==> config.mk <==
export PLATFORM = sky130hd
export DESIGN_NAME = branch_ldi_sequencer
export DESIGN_NICKNAME = d
export VERILOG_FILES = /design/src/rtl/seq_pkg.sv /design/src/rtl/seq_event_counters.sv /design/src/rtl/branch_ldi_sequencer.sv
export SDC_FILE = /design/constraint.sdc
export NUM_CORES = 1
export LEC_CHECK = 0
export BUFFER_PORTS_ARGS = -buffer_cell sky130_fd_sc_hd__buf_2
export CORE_ASPECT_RATIO = 1.5
export CORE_MARGIN = 2
export CORE_UTILIZATION = 35
export CTS_CLUSTER_SIZE = 16
export DETAILED_ROUTE_END_ITERATION = 16
export SYNTH_ARGS = -nofsm -noshare
export SYNTH_HDL_FRONTEND = slang
export SYNTH_SLANG_ARGS = --single-unit
==> constraint.sdc <==
create_clock -name Clock -period 1.9 [get_ports Clock]
set_clock_uncertainty 0.2 [all_clocks]
set_input_delay 0.38 -clock Clock [delete_from_list [all_inputs] [get_ports Clock]]
set_output_delay 0.38 -clock Clock [all_outputs]
set_load 0.1 [all_outputs]
==> src/rtl/seq_pkg.sv <==
// Shared types and constants for the ldi/branch control-step sequencer.
package seq_pkg;

  localparam logic [4:0] ALU_ADD = 5'b00011;
  localparam logic [4:0] OPC_LDI = 5'b00001;
  localparam logic [4:0] OPC_BR  = 5'b10011;

  localparam logic [1:0] FAULT_NONE    = 2'b00;
  localparam logic [1:0] FAULT_ILLEGAL = 2'b01;
  localparam logic [1:0] FAULT_TIMEOUT = 2'b10;

  typedef enum logic [3:0] {
    IDLE, T0, T1, T2, T3, L4, L5, B4, B5, B6, TRAP
  } state_t;

  // Strobes that depend on the state alone. Grb, Rout, BAout, CONin and the
  // conditional PCin of B6 also depend on live inputs and are added in the top.
  typedef struct packed {
    logic pc_out;
    logic inc_pc;
    logic mar_in;
    logic z_in;
    logic zlo_out;
    logic pc_in;
    logic mdr_in;
    logic mem_read;
    logic mem_en;
    logic mdr_out;
    logic ir_in;
    logic gra;
    logic rin;
    logic yin;
    logic cout;
  } strobes_t;

  function automatic strobes_t decode_strobes(state_t s);
    strobes_t d;
    d = '0;
    case (s)
      T0: begin d.pc_out = 1'b1; d.inc_pc = 1'b1; d.mar_in = 1'b1; d.z_in = 1'b1; end
      T1: begin
        d.zlo_out = 1'b1; d.pc_in = 1'b1; d.mdr_in = 1'b1;
        d.mem_read = 1'b1; d.mem_en = 1'b1;
      end
      T2: begin d.mdr_out = 1'b1; d.ir_in = 1'b1; end
      L4: begin d.cout = 1'b1; d.z_in = 1'b1; end
      L5: begin d.zlo_out = 1'b1; d.gra = 1'b1; d.rin = 1'b1; end
      B4: begin d.pc_out = 1'b1; d.yin = 1'b1; end
      B5: begin d.cout = 1'b1; d.z_in = 1'b1; end
      B6: begin d.zlo_out = 1'b1; end
      default: ;
    endcase
    return d;
  endfunction

endpackage

==> src/rtl/seq_event_counters.sv <==
// Retired-instruction and taken-branch event counters; both wrap freely.
module seq_event_counters #(
  parameter int CNT_WIDTH = 16
) (
  input  logic                 clk,
  input  logic                 rst_n,
  input  logic                 instr_inc,
  input  logic                 taken_inc,
  output logic [CNT_WIDTH-1:0] instr_count,
  output logic [CNT_WIDTH-1:0] taken_count
);

  // Count one retired instruction per enabled cycle.
  always_ff @(posedge clk or negedge rst_n) begin
    if (!rst_n)         instr_count <= '0;
    else if (instr_inc) instr_count <= instr_count + 1'b1;
  end

  // Count one taken branch per enabled cycle.
  always_ff @(posedge clk or negedge rst_n) begin
    if (!rst_n)         taken_count <= '0;
    else if (taken_inc) taken_count <= taken_count + 1'b1;
  end

endmodule

==> src/rtl/branch_ldi_sequencer.sv <==
// Hardwired fetch/execute control-step sequencer for ldi and the brxx family,
// with a memory-wait timeout, illegal-opcode trap and event counters.
module branch_ldi_sequencer
  import seq_pkg::*;
#(
  parameter int OPC_WIDTH   = 5,
  parameter int MEM_TIMEOUT = 8,
  parameter int CNT_WIDTH   = 16
) (
  input  logic                 Clock,
  input  logic                 clear,
  input  logic                 run,
  input  logic [OPC_WIDTH-1:0] ir_opcode,
  input  logic                 memory_done,
  input  logic                 con_ff_bit,
  output logic                 PCout,
  output logic                 IncPC,
  output logic                 MARin,
  output logic                 Zin,
  output logic                 Zlo_out,
  output logic                 PCin,
  output logic                 MDRin,
  output logic                 Mem_Read,
  output logic                 Mem_enable512x32,
  output logic                 MDRout,
  output logic                 IRin,
  output logic                 Gra,
  output logic                 Grb,
  output logic                 Rin,
  output logic                 Rout,
  output logic                 BAout,
  output logic                 Yin,
  output logic                 Cout,
  output logic                 CONin,
  output logic [OPC_WIDTH-1:0] opcode,
  output logic                 busy,
  output logic                 branch_taken,
  output logic                 trap,
  output logic [1:0]           fault_code,
  output logic [CNT_WIDTH-1:0] instr_count,
  output logic [CNT_WIDTH-1:0] taken_count
);

  localparam int WAIT_W = $clog2(MEM_TIMEOUT) + 1;

  state_t              state, state_next;
  logic [1:0]          fault_next;
  logic [WAIT_W-1:0]   wait_cnt;
  strobes_t            stb_reg;
  logic                is_ldi, is_br, t3_ldi, t3_br, b6_taken, retire;

  assign is_ldi   = (ir_opcode == OPC_WIDTH'(OPC_LDI));
  assign is_br    = (ir_opcode == OPC_WIDTH'(OPC_BR));
  // The IR is only valid from T3, so decode strobes there come straight from it.
  assign t3_ldi   = (state == T3) && is_ldi;
  assign t3_br    = (state == T3) && is_br;
  // CON was latched in T3, so it is stable by B6 and gates PCin directly.
  assign b6_taken = (state == B6) && con_ff_bit;
  assign retire   = (state == L5) || (state == B6);

  // Next-state selection, including trap entry and its fault code.
  always_comb begin
    state_next = state;
    fault_next = fault_code;
    case (state)
      IDLE: if (run) state_next = T0;
      T0:   state_next = T1;
      T1: begin
        if (memory_done) begin
          state_next = T2;
        end else if (wait_cnt == WAIT_W'(MEM_TIMEOUT - 1)) begin
          state_next = TRAP;
          fault_next = FAULT_TIMEOUT;
        end
      end
      T2:   state_next = T3;
      T3: begin
        if (is_ldi)     state_next = L4;
        else if (is_br) state_next = B4;
        else begin
          state_next = TRAP;
          fault_next = FAULT_ILLEGAL;
        end
      end
      L4:   state_next = L5;
      L5:   state_next = run ? T0 : IDLE;
      B4:   state_next = B5;
      B5:   state_next = B6;
      B6:   state_next = run ? T0 : IDLE;
      TRAP: state_next = TRAP;
      default: state_next = IDLE;
    endcase
  end

  // State register plus outputs pre-decoded from the next state so they are glitch-free.
  always_ff @(posedge Clock or negedge clear) begin
    if (!clear) begin
      state      <= IDLE;
      wait_cnt   <= '0;
      stb_reg    <= '0;
      opcode     <= '0;
      busy       <= 1'b0;
      trap       <= 1'b0;
      fault_code <= FAULT_NONE;
    end else begin
      state      <= state_next;
      fault_code <= fault_next;
      wait_cnt   <= (state == T1 && state_next == T1) ? wait_cnt + 1'b1 : '0;
      stb_reg    <= decode_strobes(state_next);
      opcode     <= (state_next inside {T0, L4, B5}) ? OPC_WIDTH'(ALU_ADD) : '0;
      busy       <= !(state_next inside {IDLE, TRAP});
      trap       <= (state_next == TRAP);
    end
  end

  assign PCout            = stb_reg.pc_out;
  assign IncPC            = stb_reg.inc_pc;
  assign MARin            = stb_reg.mar_in;
  assign Zin              = stb_reg.z_in;
  assign Zlo_out          = stb_reg.zlo_out;
  assign PCin             = stb_reg.pc_in | b6_taken;
  assign MDRin            = stb_reg.mdr_in;
  assign Mem_Read         = stb_reg.mem_read;
  assign Mem_enable512x32 = stb_reg.mem_en;
  assign MDRout           = stb_reg.mdr_out;
  assign IRin             = stb_reg.ir_in;
  assign Gra              = stb_reg.gra | t3_br;
  assign Grb              = t3_ldi;
  assign Rin              = stb_reg.rin;
  assign Rout             = t3_br;
  assign BAout            = t3_ldi;
  assign Yin              = stb_reg.yin | t3_ldi;
  assign Cout             = stb_reg.cout;
  assign CONin            = t3_br;
  assign branch_taken     = b6_taken;

  seq_event_counters #(.CNT_WIDTH(CNT_WIDTH)) u_counters (
    .clk         (Clock),
    .rst_n       (clear),
    .instr_inc   (retire),
    .taken_inc   (b6_taken),
    .instr_count (instr_count),
    .taken_count (taken_count)
  );

endmodule

==> results.md <==
* CP cell instances: or4b_4 > nor2_4 > or2_4 > buf_12
* HPWL Detailed at 4210 um
* Clock sink count at 53
* Largest registers: u_counters.instr_count: 16 flops, u_counters.taken_count: 16 flops
* Layout cell share with drive strength beyond 1 at 58.0%
* Combinational share of power at 60.5%
* GRT Total Usage at 16.4%
* Async SR Flop Fraction at 100%
* Root buf cell: clkbuf_8
* Routed vias at 2140
* Remaining global-route overflow at 0
* Post-synth EDFFs at 0
* Status: complete, but fails checks
* Ys flop type: dfrtp_1
* Max Cap Violations at 0
* Sequential Power Share at 25.7%
* Worst path max stage delay at 0.59 ns
* Detailed-router iteration count before antenna repair at 4
* Initial Util at 36.5%
* Pint at 2.88 mW
* Post-DRT Antenna Nets at 0
* Critical path data arrival time at 1.77 ns
* Post-layout minimum cycle time at 2.35 ns
* Worst slack, placed at -0.121 ns
* CP Class: reg2out
* Width of the chip at 73.3 um
* RSZ-0062 raised after global routing: true
* Critical path required time at 1.32 ns
* Worst Path Max Fanout at 4
* Initial antenna violation count at 0
* Hold Fails Final Rpt at 0
* Seq cells post-synth at 53
* Tcrit/Tclk final at 124%
* Longest Clk Path Bufs at 2
* Final core utilization at 56.9%
* Avg WL per Cell at 14.0 um
* Final-report max-slew violation count at 0
* Setup ws final at -0.455 ns
* CORE AREA at 6900 um^2
* Critical Path Slowest Stage Cell: or4b_4
* Nets at 367
* FMAX at 425 MHz
* Drt total wl at 6060 um
* Crit end category: output pin
* Inserted Clock Buffers at 5
* Area occupied by multi-input gates at 1310 um^2
* Layout fillers at 608
* Area growth from synthesis to layout at 55.8%
* Global-route wire length before repair at 10200 um
* Worst Hold Class: in2reg
* Fin cells at 433
* Top Ports at 71
* Static leakage at 1.88 nW
* Port bufs at 67
* Pwr dens at 1480 nW/um^2
* Post-Place Cells at 404
* Synth warn at 0
* CTS H-tree lvls at 2
* Vias in the first global route at 2173
* Synth cell types at 45
* Placer Congestion at 0.811
* Final setup viols at 40
* Chip height at 108 um
* Seq/Total Area, Yosys at 52.7%
* Clk pwr share at 13.8%
* Die Area at 7900 um^2
* Vias per inst at 4.94
* FF/Latch Area at 1380 um^2
* Clk pin slew, worst setup/hold paths at 0.10 ns
* Syn_area_per_cell at 10.6 um^2
* Synth Cell Area at 2520 um^2
* Rows at 37
* Failing checks: setup timing
* Net switching power figure at 2.92 mW
* CTS tree: yes
* Clk_lat worst skew at 0.32 ns
* Remaining DRCs at 0
* Largest net degree at the start of global routing at 39
* Crit path launch type: flip-flop
* Gate Count Post-Synth at 238
* N_diodes at 0
* Max VDD drop at 1.49 mV
* First-iteration detailed-routing DRC count at 28
* Sw frac at 50.4%
worst max-delay path: cells and delay by family (launching register included):
kind | cells | cell delay, ns
buf+inv | 1 | 0.16
simple gates | 3 | 0.89
flops | 1 | 0.41
worst paths after layout:
| check | start | to | slack [ns] | depth (start not counted) |
|---|---|---|---|---|
| worst max register to register | state[0]$_DFF_PN0_ | Zlo_out$_DFF_PN0_ | -0.20 | 8 |
| worst min-delay path | memory_done | IRin$_DFF_PN0_ | 0.13 | 2 |
| max in group asynchronous | clear | u_counters.instr_count[6]$_DFFE_PN0P_ | 0.63 | 3 |
| worst min register to register | u_counters.taken_count[15]$_DFFE_PN0P_ | u_counters.taken_count[15]$_DFFE_PN0P_ | 0.26 | 1 |
| min in group asynchronous | clear | fault_code[1]$_DFFE_PN0P_ | 0.31 | 2 |
| worst max-delay path | state[3]$_DFF_PN0_ | Gra | -0.45 | 4 |
placed cells by master, fill, tap and decap left out, types with 7 or more instances in the layout:
| cell | netlist | layout |
|---|---|---|
| buf_2 | 3 | 59 |
| buf_12 | 0 | 10 |
| xor2_1 | 7 | 7 |
| dfrtp_4 | 0 | 9 |
| nor2_1 | 20 | 14 |
| nand3_2 | 0 | 8 |
| buf_6 | 0 | 18 |
| nand2_1 | 25 | 18 |
| buf_4 | 13 | 35 |
| nand4_1 | 7 | 7 |
| dfrtp_1 | 53 | 26 |
| dfrtp_2 | 0 | 18 |
| xnor2_1 | 27 | 26 |
cells by family after synthesis:
kind of cell	share of synthesized area [%]
multiplexers	0.844
other	0.149
AO/OA/AOI/OAI	7.40
flip-flops	52.7
AND/OR/NAND/NOR	19.8
adder cells (fa/ha/maj)	1.49
buffers and inverters	5.81
XOR/XNOR	11.8
metrics by stage:
stage	TNS [ns]	instance area [um^2]	power [mW]	hold slack [ns]
final	-6.60	3920	5.80	0.129
after global routing	-9.96	3920	6.06	0.133
after CTS	-6.53	3740	5.65	0.124
after detailed placement	-1.27	3370	4.57	0.134
after global placement	-1.06	3370	4.55	0.130
after floorplan	-2.86	2660	3.85	-0.116
synth_stat cells (4+ instances only):
| library cell | n | area share (%) |
|---|---|---|
| nand2_1 | 25 | 3.7 |
| xor2_1 | 7 | 2.4 |
| buf_4 | 13 | 3.9 |
| nor2_1 | 20 | 3.0 |
| a21oi_1 | 5 | 0.99 |
| xnor2_1 | 27 | 9.4 |
| nand3_1 | 14 | 2.8 |
| or2_2 | 4 | 0.99 |
| nand4_1 | 7 | 1.7 |
| nor3_1 | 6 | 1.2 |
| dfrtp_1 | 53 | 53 |
| inv_1 | 8 | 1.2 |
area by class of cell:
type | count | share of cell area [%]
Clock buffer | 6 | 1.85
Tap cell | 78 | 2.49
Multi-Input combinational cell | 162 | 33.5
Timing Repair Buffer | 124 | 25.1
Sequential cell | 53 | 35.2
Clock inverter | 2 | 0.989
Inverter | 8 | 0.861
power groups by stage:
stage	sequential, mW	combinational (mW)	clock, mW
after floorplan	2.50	1.35	0
after global placement	1.51	3.05	0
after detailed placement	1.51	3.06	0
after CTS	1.49	3.36	0.806
after global routing	1.52	3.69	0.849
final	1.49	3.51	0.799
routing by layer:
metal	track usage [%]	routed length (um)
met4	7.01	105
met5	0	0
met3	3.28	229
met1	18.6	2360
met2	29.2	3370
repair_timing:
action	in CTS	in global routing
pin swaps	18	22
gates cloned	0	0
hold buffers	1	0
setup endpoints to repair	22	46
endpoints found under the hold margin	15	0
gates resized for setup	37	28
buffers inserted	13	8
Power figures use the tool's default switching activity.
